===== src/rtl/fetch_stage_if.sv =====
// -----------------------------------------------------------------------------
// fetch_stage_if
// Instruction-memory request/ready port used by the fetch stage.
//   imem_req   : fetch request valid (fetch -> memory)
//   imem_addr  : word-aligned fetch address (fetch -> memory)
//   imem_rdata : returned instruction, valid when imem_ready=1 (memory -> fetch)
//   imem_ready : completes the outstanding request (memory -> fetch)
// Modports: master = fetch stage side, slave = instruction memory side.
// -----------------------------------------------------------------------------
interface fetch_stage_if;
  logic        imem_req;
  logic [31:0] imem_addr;
  logic [31:0] imem_rdata;
  logic        imem_ready;

  modport master (
    output imem_req,
    output imem_addr,
    input  imem_rdata,
    input  imem_ready
  );

  modport slave (
    input  imem_req,
    input  imem_addr,
    output imem_rdata,
    output imem_ready
  );
endinterface


===== src/rtl/fetch_stage.sv =====
// -----------------------------------------------------------------------------
// fetch_stage
// Instruction fetch stage plus IF/ID pipeline register of the pipelined MIPS
// core. Owns the PC, issues one instruction-memory request at a time, buffers
// one returned instruction while decode stalls, and applies the PCSrc redirect
// returned by the decode-stage control unit (no branch delay slot).
//
// Ports:
//   clk, rst     : clock, synchronous active-high reset
//   PCSrc        : 00 seq, 01 branch, 10 j/jal, 11 jr/jalr
//   br_target    : branch target computed in ID
//   jr_target    : Rs value for jr/jalr
//   stall        : hazard unit hold of IF/ID
//   imem         : instruction-memory port (master side)
//   instr_id     : IF/ID instruction, 0 (sll nop) on a bubble
//   pc_plus4_id  : address of instr_id + 4
//   valid_id     : IF/ID holds a real instruction
//   Opcode, func, Rs, Rt, Rd, imm16 : decode fields sliced from instr_id
// -----------------------------------------------------------------------------
module fetch_stage #(
  parameter logic [31:0] RESET_PC = 32'h0000_3000
) (
  input  logic                 clk,
  input  logic                 rst,
  input  logic [1:0]           PCSrc,
  input  logic [31:0]          br_target,
  input  logic [31:0]          jr_target,
  input  logic                 stall,
  fetch_stage_if.master        imem,
  output logic [31:0]          instr_id,
  output logic [31:0]          pc_plus4_id,
  output logic                 valid_id,
  output logic [5:0]           Opcode,
  output logic [5:0]           func,
  output logic [4:0]           Rs,
  output logic [4:0]           Rt,
  output logic [4:0]           Rd,
  output logic [15:0]          imm16
);

  typedef enum logic [1:0] {
    S_REQ     = 2'd0,
    S_HOLD    = 2'd1,
    S_DISCARD = 2'd2
  } state_t;

  state_t      r_state;
  state_t      w_state_nxt;
  logic [31:0] r_req_addr;
  logic [31:0] w_req_addr_nxt;
  logic [31:0] r_buf;
  logic [31:0] w_buf_nxt;
  logic [31:0] r_pending;
  logic [31:0] w_pending_nxt;
  logic [31:0] r_instr_id;
  logic [31:0] w_instr_nxt;
  logic [31:0] r_pc_plus4_id;
  logic [31:0] w_pc_plus4_nxt;
  logic        r_valid_id;
  logic        w_valid_nxt;

  logic        w_redirect;
  logic        w_ready;
  logic [31:0] w_seq_addr;
  logic [31:0] w_tgt_raw;
  logic [31:0] w_target;

  // A redirect is only honoured for a real instruction that is leaving ID.
  assign w_redirect = r_valid_id & ~stall & (PCSrc != 2'b00);
  // A ready pulse without an active request is ignored.
  assign w_ready    = imem.imem_ready & imem.imem_req;
  // Wraps modulo 2^32 naturally.
  assign w_seq_addr = r_req_addr + 32'd4;
  // Low address bits of any target are cleared so fetches stay word aligned.
  assign w_target   = w_tgt_raw & 32'hFFFF_FFFC;

  // Memory request is suppressed during reset and while an instruction is buffered.
  assign imem.imem_req  = ~rst & (r_state != S_HOLD);
  assign imem.imem_addr = r_req_addr & 32'hFFFF_FFFC;

  assign instr_id    = r_instr_id;
  assign pc_plus4_id = r_pc_plus4_id;
  assign valid_id    = r_valid_id;
  assign Opcode      = r_instr_id[31:26];
  assign func        = r_instr_id[5:0];
  assign Rs          = r_instr_id[25:21];
  assign Rt          = r_instr_id[20:16];
  assign Rd          = r_instr_id[15:11];
  assign imm16       = r_instr_id[15:0];

  // Redirect target selection from the control unit's PCSrc.
  always_comb begin
    w_tgt_raw = w_seq_addr;
    case (PCSrc)
      2'b01:   w_tgt_raw = br_target;
      2'b10:   w_tgt_raw = {r_pc_plus4_id[31:28], r_instr_id[25:0], 2'b00};
      2'b11:   w_tgt_raw = jr_target;
      default: w_tgt_raw = w_seq_addr;
    endcase
  end

  // Fetch FSM next-state and IF/ID next-value logic.
  always_comb begin
    w_state_nxt    = r_state;
    w_req_addr_nxt = r_req_addr;
    w_buf_nxt      = r_buf;
    w_pending_nxt  = r_pending;
    w_pc_plus4_nxt = r_pc_plus4_id;
    // Without a stall IF/ID becomes a bubble unless a load below overrides it.
    if (stall) begin
      w_instr_nxt = r_instr_id;
      w_valid_nxt = r_valid_id;
    end else begin
      w_instr_nxt = 32'h0000_0000;
      w_valid_nxt = 1'b0;
    end

    case (r_state)
      S_REQ: begin
        if (w_ready && w_redirect) begin
          // Returned word is on the wrong path: drop it and refetch at target.
          w_req_addr_nxt = w_target;
        end else if (w_ready && !stall) begin
          w_instr_nxt    = imem.imem_rdata;
          w_pc_plus4_nxt = w_seq_addr;
          w_valid_nxt    = 1'b1;
          w_req_addr_nxt = w_seq_addr;
        end else if (w_ready) begin
          w_buf_nxt   = imem.imem_rdata;
          w_state_nxt = S_HOLD;
        end else if (w_redirect) begin
          // The request cannot be withdrawn; remember the target until it completes.
          w_pending_nxt = w_target;
          w_state_nxt   = S_DISCARD;
        end else begin
          w_state_nxt = S_REQ;
        end
      end
      S_HOLD: begin
        if (w_redirect) begin
          w_req_addr_nxt = w_target;
          w_state_nxt    = S_REQ;
        end else if (!stall) begin
          w_instr_nxt    = r_buf;
          w_pc_plus4_nxt = w_seq_addr;
          w_valid_nxt    = 1'b1;
          w_req_addr_nxt = w_seq_addr;
          w_state_nxt    = S_REQ;
        end else begin
          w_state_nxt = S_HOLD;
        end
      end
      S_DISCARD: begin
        // IF/ID is a bubble here, so no further redirect can arrive.
        if (w_ready) begin
          w_req_addr_nxt = r_pending;
          w_state_nxt    = S_REQ;
        end else begin
          w_state_nxt = S_DISCARD;
        end
      end
      default: begin
        w_state_nxt = S_REQ;
      end
    endcase
  end

  // State, PC, buffer and IF/ID registers.
  always_ff @(posedge clk) begin
    if (rst) begin
      r_state       <= S_REQ;
      r_req_addr    <= RESET_PC;
      r_buf         <= 32'h0000_0000;
      r_pending     <= 32'h0000_0000;
      r_instr_id    <= 32'h0000_0000;
      r_pc_plus4_id <= 32'h0000_0000;
      r_valid_id    <= 1'b0;
    end else begin
      r_state       <= w_state_nxt;
      r_req_addr    <= w_req_addr_nxt;
      r_buf         <= w_buf_nxt;
      r_pending     <= w_pending_nxt;
      r_instr_id    <= w_instr_nxt;
      r_pc_plus4_id <= w_pc_plus4_nxt;
      r_valid_id    <= w_valid_nxt;
    end
  end

endmodule

===== src/flat_wrapper.sv =====
// flat-port wrapper written by rule: the top's interface ports become plain ports
module fetch_stage_flat 
#(
  parameter logic [31:0] RESET_PC = 32'h0000_3000
)
  (clk, rst, PCSrc, br_target, jr_target, stall, instr_id, pc_plus4_id, valid_id, Opcode, func, Rs, Rt, Rd, imm16, imem_imem_req, imem_imem_addr, imem_imem_rdata, imem_imem_ready);
  fetch_stage_if imem_i ();
  input  logic clk;
  input  logic rst;
  input  logic [1:0] PCSrc;
  input  logic [31:0] br_target;
  input  logic [31:0] jr_target;
  input  logic stall;
  output logic [31:0] instr_id;
  output logic [31:0] pc_plus4_id;
  output logic valid_id;
  output logic [5:0] Opcode;
  output logic [5:0] func;
  output logic [4:0] Rs;
  output logic [4:0] Rt;
  output logic [4:0] Rd;
  output logic [15:0] imm16;
  output wire logic [$bits(imem_i.imem_req)-1:0] imem_imem_req;
  output wire logic [$bits(imem_i.imem_addr)-1:0] imem_imem_addr;
  input wire logic [$bits(imem_i.imem_rdata)-1:0] imem_imem_rdata;
  input wire logic [$bits(imem_i.imem_ready)-1:0] imem_imem_ready;
  assign imem_imem_req = imem_i.imem_req;
  assign imem_imem_addr = imem_i.imem_addr;
  assign imem_i.imem_rdata = imem_imem_rdata;
  assign imem_i.imem_ready = imem_imem_ready;
  fetch_stage #(.RESET_PC(RESET_PC)) u_core (.clk(clk), .rst(rst), .PCSrc(PCSrc), .br_target(br_target), .jr_target(jr_target), .stall(stall), .imem(imem_i), .instr_id(instr_id), .pc_plus4_id(pc_plus4_id), .valid_id(valid_id), .Opcode(Opcode), .func(func), .Rs(Rs), .Rt(Rt), .Rd(Rd), .imm16(imm16));
endmodule

===== config.mk =====
export PLATFORM = sky130hd
export DESIGN_NAME = fetch_stage_flat
export DESIGN_NICKNAME = d
export VERILOG_FILES = /design/src/rtl/fetch_stage_if.sv /design/src/rtl/fetch_stage.sv /design/src/flat_wrapper.sv
export SDC_FILE = /design/constraint.sdc
export NUM_CORES = 1
export LEC_CHECK = 0
export ABC_CLOCK_PERIOD_IN_PS = 3400
export CAP_MARGIN = 10
export CORE_ASPECT_RATIO = 0.7
export CORE_UTILIZATION = 35
export CTS_BUF_LIST = sky130_fd_sc_hd__clkbuf_16
export CTS_CLUSTER_SIZE = 12
export DETAILED_ROUTE_END_ITERATION = 12
export SYNTH_ARGS = -nofsm -noshare
export SYNTH_HDL_FRONTEND = slang
export SYNTH_SLANG_ARGS = --single-unit

===== constraint.sdc =====
create_clock -name clk -period 3.4 [get_ports clk]
set_clock_uncertainty 0.15 [all_clocks]
set_input_delay 1.02 -clock clk [delete_from_list [all_inputs] [get_ports clk]]
set_output_delay 1.02 -clock clk [all_outputs]
set_load 0.05 [all_outputs]

== After elaboration in Yosys (flattened, before gate mapping) ==
Index checks and enable logic that the tools add are counted.

* Register bits after elaboration: 161
* Input port bits: 102
* Output and inout port bits: 141
* Word-level logic and storage cells: 73

* Add/sub/neg operators: 1
* Eq/ne operators: 14
* Muxes and demuxes: 30
* Bitwise gates (word level): 9
* Reductions and logical operators: 12

{| class="wikitable"
|+ Operators with widths
! kind !! number
|-
| 32-bit 2-to-1 mux || 12
|-
| 32-bit case mux with 3 select lines || 2
|-
| 32-bit case mux with 2 select lines || 2
|-
| 32-bit by 3-bit adder with 32-bit output, second input constant || 1
|-
| 2-bit 2-to-1 mux || 6
|-
| 5-bit AND reduction || 2
|-
| 2-bit inequality test, second input constant || 4
|-
| 4-bit AND reduction || 2
|-
| 2-bit equality test, second input constant || 3
|-
| 1-bit 2-to-1 mux || 6
|-
| 2-bit by 1-bit inequality test with 1-bit output, second input constant || 3
|-
| 2-bit case mux with 3 select lines || 1
|-
| 1-bit inverter || 5
|-
| 1-bit AND || 4
|-
| 2-bit by 1-bit equality test with 1-bit output, second input constant || 2
|-
| 2-bit nonzero test || 2
|-
| 3-bit by 1-bit inequality test with 1-bit output, second input constant || 1
|-
| 3-bit by 2-bit inequality test with 1-bit output, second input constant || 1
|-
| 3-bit nonzero test || 1
|-
| 1-bit logical AND || 2
|-
| 2-bit zero test || 1
|-
| 1-bit case mux with 2 select lines || 1
|-
| 2-bit AND reduction || 1
|-
| 1-bit zero test || 1
|}

== Longest topological paths before layout ==
* Depth after elaboration: 8
* Mapped depth: 11
* Gate-level depth less buffers: 8

== Worst setup path after synthesis ==
Ideal clock, no wire load.

* Path kind: input port to output port
* Start point: input rst
* End point: output imem_imem_req
* Data arrival time: 2263 ps
* Required time: 2230 ps
* Path slack: -33 ps
* Cell stages on the path: 4
* Buffers on the path: 3
* Path through: clkbuf_1 clkbuf_1 buf_1 nor2_1

* Cells in the longest elaborated chain, start to end: 2

{| class="wikitable"
|+ RTL lines
! element !! line !! source
|-
| from (decl) || flat_wrapper.sv:9 || <nowiki>input logic rst;</nowiki>
|-
| 1-bit inverter || fetch_stage.sv:78 || <nowiki>assign imem.imem_req = ~rst & (r_state != S_HOLD);</nowiki>
|-
| 1-bit AND || fetch_stage.sv:78 ||
|-
| to (decl) || flat_wrapper.sv:23 || <nowiki>output wire logic [$bits(imem_i.imem_req)-1:0] imem_imem_req;</nowiki>
|}

No other way between the ends.

== Worst setup path in the final report ==
* Start point: register u_core.r_req_addr[12]
* End point: output imem_imem_addr[12]

{| class="wikitable"
|+ RTL lines
! element !! line !! source
|-
| from (decl) || fetch_stage.sv:49 || <nowiki>logic [31:0] r_req_addr;</nowiki>
|-
| from (signal assigned) || fetch_stage.sv:180 || <nowiki>r_req_addr <= w_req_addr_nxt;</nowiki>
|-
| to (decl) || flat_wrapper.sv:24 || <nowiki>output wire logic [$bits(imem_i.imem_addr)-1:0] imem_imem_addr;</nowiki>
|}

No word-level cell between the ends.

==> metrics.md <==
| Metric | Value |
|---|---|
| CP max-delay cell | `clkdlybuf4s50_1` |
| H-tree depth | `4` |
| Area delta synth->final | `40.4%` |
| Final wirelength | `34.3 mm` |
| Critical path cell sequence | `clkdlybuf4s50_1` |
| Hold WC Path Type | `flip-flop to flip-flop` |
| Grt total ovfl | `0` |
| CP Capture Type | `output pin` |
| Proportion of layout cells with a drive suffix above 1 | `0.123` |
| CTS Sinks | `157` |
| Worst-path fanout max | `8` |
| CTS root buf | `clkbuf_16` |
| Seq cells post-synth | `157` |
| PwrDens | `402 nW/um^2` |
| Post-DP HPWL | `about 25 mm` |
| Seq/Total Area, Yosys | `0.364` |
| Synth Instances | `between 1000 and 1500` |
| Via count | `9385` |
| Post-layout nets | `1418` |
| Worst VDD drop | `roughly 0.40 mV` |
| Die area | `approximately 25000 um^2` |
| First DRT Iteration DRCs | `1026` |
| Quantity of gates resized following cts | `0` |
| Delay-heaviest family, CP | `buffers and inverters` |
| IO Port Bufs | `234` |
| Die Ht | `between 100 and 150 um` |
| Io pins | `243` |
| Yosys cell types | `73` |
| Maxcap violations | `0` |
| Rows | `between 40 and 50` |
| Clock Latency Late Sink | `between 0.4 and 0.5 ns` |
| Ys async rst share | `0` |
| FMAX | `0.323 GHz` |
| CTS clk-pin slew, worst paths | `0.06 ns` |
| Post-CTS setup buffers | `0` |
| Largest net degree at the start of global routing | `78` |
| Initial Utilization | `0.361` |
| CP Launch Type | `flip-flop` |
| Leak | `4.31 nW` |
| TritonCTS Buffers | `17` |
| Crit path kind | `flip-flop to output pin` |
| Max clock buf depth | `2` |
| Worst Path Arrival | `1.92 ns` |
| Minimum clock period | `3.09 ns` |
| Tightest Pin Transition | `between 0.9 and 1 ns` |
| Antenna cells | `0` |
| Outcome | `complete, no violations` |
| TritonRoute pass-1 iters | `6` |
| Synth top area share | `0.364` |
| Mapped Avg Cell Area | `7.90 um^2` |
| First-pass GRT wire length | `around 52 mm` |
| Final Hold Viols | `0` |
| Dpl cells | `roughly 1600` |
| TritonCTS clock tree | `yes` |
| Period utilization | `0.909` |
| Synth warn | `0` |
| Antenna violations before repair | `0` |
| RSZ-0062 raised after global routing | `no` |
| Finish-stage setup viols | `0` |
| Slew margin rel. | `0.381` |
| Mapped cell area | `8630 um^2` |
| Gpl congestion | `between 0.9 and 1` |
| Max-slew violation count | `0` |
| Post-DRT Antenna Nets | `0` |
| Required time of the critical path | `~2.2 ns` |
| Post-synth EDFFs | `0` |
| Hold buffers post-CTS | `0` |
| # DRC | `0` |
| Die W | `190 um` |
| Number of global-route vias before repair | `8910` |
| Worst Path Buf+Inv | `1` |
| GRT Util Overall | `0.271` |
| Most used flip-flop cell after synthesis | `dfxtp_1` |
| Fin cells | `roughly 1600` |
| Yosys top cell by area | `dfxtp_1` |
| CORE AREA | `~24000 um^2` |
| Wire per inst | `20.9 um` |
| Sum Neg Setup Slack | `0 ns` |
| Critical path's largest stage delay | `0.89 ns` |
| Top cells by area, synth | `dfxtp_1 (36%), nand2_1 (6.7%), nor2_1 (6.4%)` |
| Via/cell ratio | `5.72` |
-- Yosys cell counts (4+ instances only) --
library cell and n:
dfxtp_1 157, xor2_1 16, a221oi_1 11, buf_2 13, nor3_1 28, a2bb2oi_1 4, buf_1 5, and3_1 9
nor4_1 6, o211ai_1 10, a221o_1 6, a21o_1 8, a21oi_1 82, mux4_2 6, o22ai_1 5, a22o_1 5
o2111ai_1 4, o221ai_1 5, o31ai_1 4, buf_4 47, nand2_1 153, nand3_1 26, inv_1 11, a222oi_1 32
clkbuf_1 66, a31oi_1 8, o2bb2ai_1 5, nand4_1 13, ha_1 5, o21ai_0 54, mux2_2 9, a32o_1 4
a22oi_1 9, mux2i_1 21, a211oi_1 30, nor2_1 148, xnor2_1 10
-- worst register-to-register path: cells and delay by family, from the launching register on --
family / cells / cell delay (ns)
AOI/OAI and AO/OA: 3 / 0.73
and+or+nand+nor: 2 / 0.87
DFF: 1 / 0.57
adders and majority gates: 1 / 0.31
xor gates and xnor gates: 1 / 0.23
-- cell usage in the layout, fill, tap and decap left out, types with 6 or more instances in the layout --
cell type	n
xor2_1	16
buf_12	12
inv_1	12
nor3_1	28
xnor2_1	10
a21oi_1	82
clkdlybuf4s50_1	230
clkbuf_16	17
buf_4	83
nor4_1	6
a221oi_1	11
mux2i_1	21
o21ai_0	54
mux2_2	9
nand2_1	153
a31oi_1	8
a21o_1	8
nand4_1	13
nand3_1	26
mux4_2	6
a221o_1	6
and3_1	9
o211ai_1	10
nor2_1	145
dfxtp_1	157
a211oi_1	30
a222oi_1	32
a22oi_1	9
-- cells by family after synthesis --
| family | Yosys count | share of synthesized area |
|---|---|---|
| adders and majority gates | 5 | 0.00725 |
| and+or+nand+nor | 408 | 0.209 |
| xor gates and xnor gates | 26 | 0.0264 |
| other | 1 | 0.000434 |
| DFF | 157 | 0.364 |
| muxes | 36 | 0.0517 |
| AOI/OAI and AO/OA | 318 | 0.257 |
| buffers and inverters | 142 | 0.0841 |
-- report_power, final --
part           internal [mW]  leakage [nW]  total (mW)  switching [mW]
clock network           1.14         0.281        1.94           0.798
logic                  0.389          2.75       0.972           0.583
registers               1.90          1.27        1.96          0.0599
-- flip-flops by register name (all words and copies together), names as in the netlist --
name	cells
u_core.instr_id	32
u_core.pc_plus4_id	30
u_core.r_buf	32
u_core.r_pending	30
u_core.r_req_addr	30
u_core.r_state	2
u_core.valid_id	1
-- cell type report --
class | count | area, um^2
inverters | 11 | 41.3
flip-flops and latches | 157 | 3140
multi-input cells | 797 | 4790
clock inverters | 14 | 153
well taps | 318 | 398
fillers | 2313 | 11800
clock buffers | 17 | 425
repair buffers | 327 | 3180
-- routing by layer --
layer	share of wire	vias up	GRT usage	wire, um
met4	0.025	0	0.0999	851
li1	-	4392	-	-
met5	0	-	0	0
met1	0.45	4462	0.386	15400
met3	0.092	58	0.0527	3170
met2	0.44	473	0.402	14900
-- per-stage QoR --
stage,setup slack (ns),hold slack (ns),cell area (um^2),power (mW),utilization
floorplan,0.188,0.282,8650,2.54,-
global placement,0.0115,0.291,11500,2.96,0.482
detailed placement,0.0134,0.296,11500,2.96,0.482
CTS,0.294,0.306,12100,4.89,0.507
global route,0.186,0.319,12100,5.03,0.507
finish,0.309,0.305,12100,4.87,0.507
-- worst paths after layout --
kind	cells after the start	slack, ns	end	startpoint
max reg2reg	7	0.43	u_core.r_req_addr[16]$_SDFFE_PP0P_	u_core.r_req_addr[2]$_SDFFE_PP0P_
min reg2reg	2	0.31	u_core.r_pending[24]$_SDFFE_PP0P_	u_core.r_pending[24]$_SDFFE_PP0P_
min	2	0.31	u_core.r_pending[24]$_SDFFE_PP0P_	u_core.r_pending[24]$_SDFFE_PP0P_
max	1	0.31	imem_imem_addr[12]	u_core.r_req_addr[12]$_SDFFE_PP1P_
No activity file was read; power rests on OpenSTA's default activity.
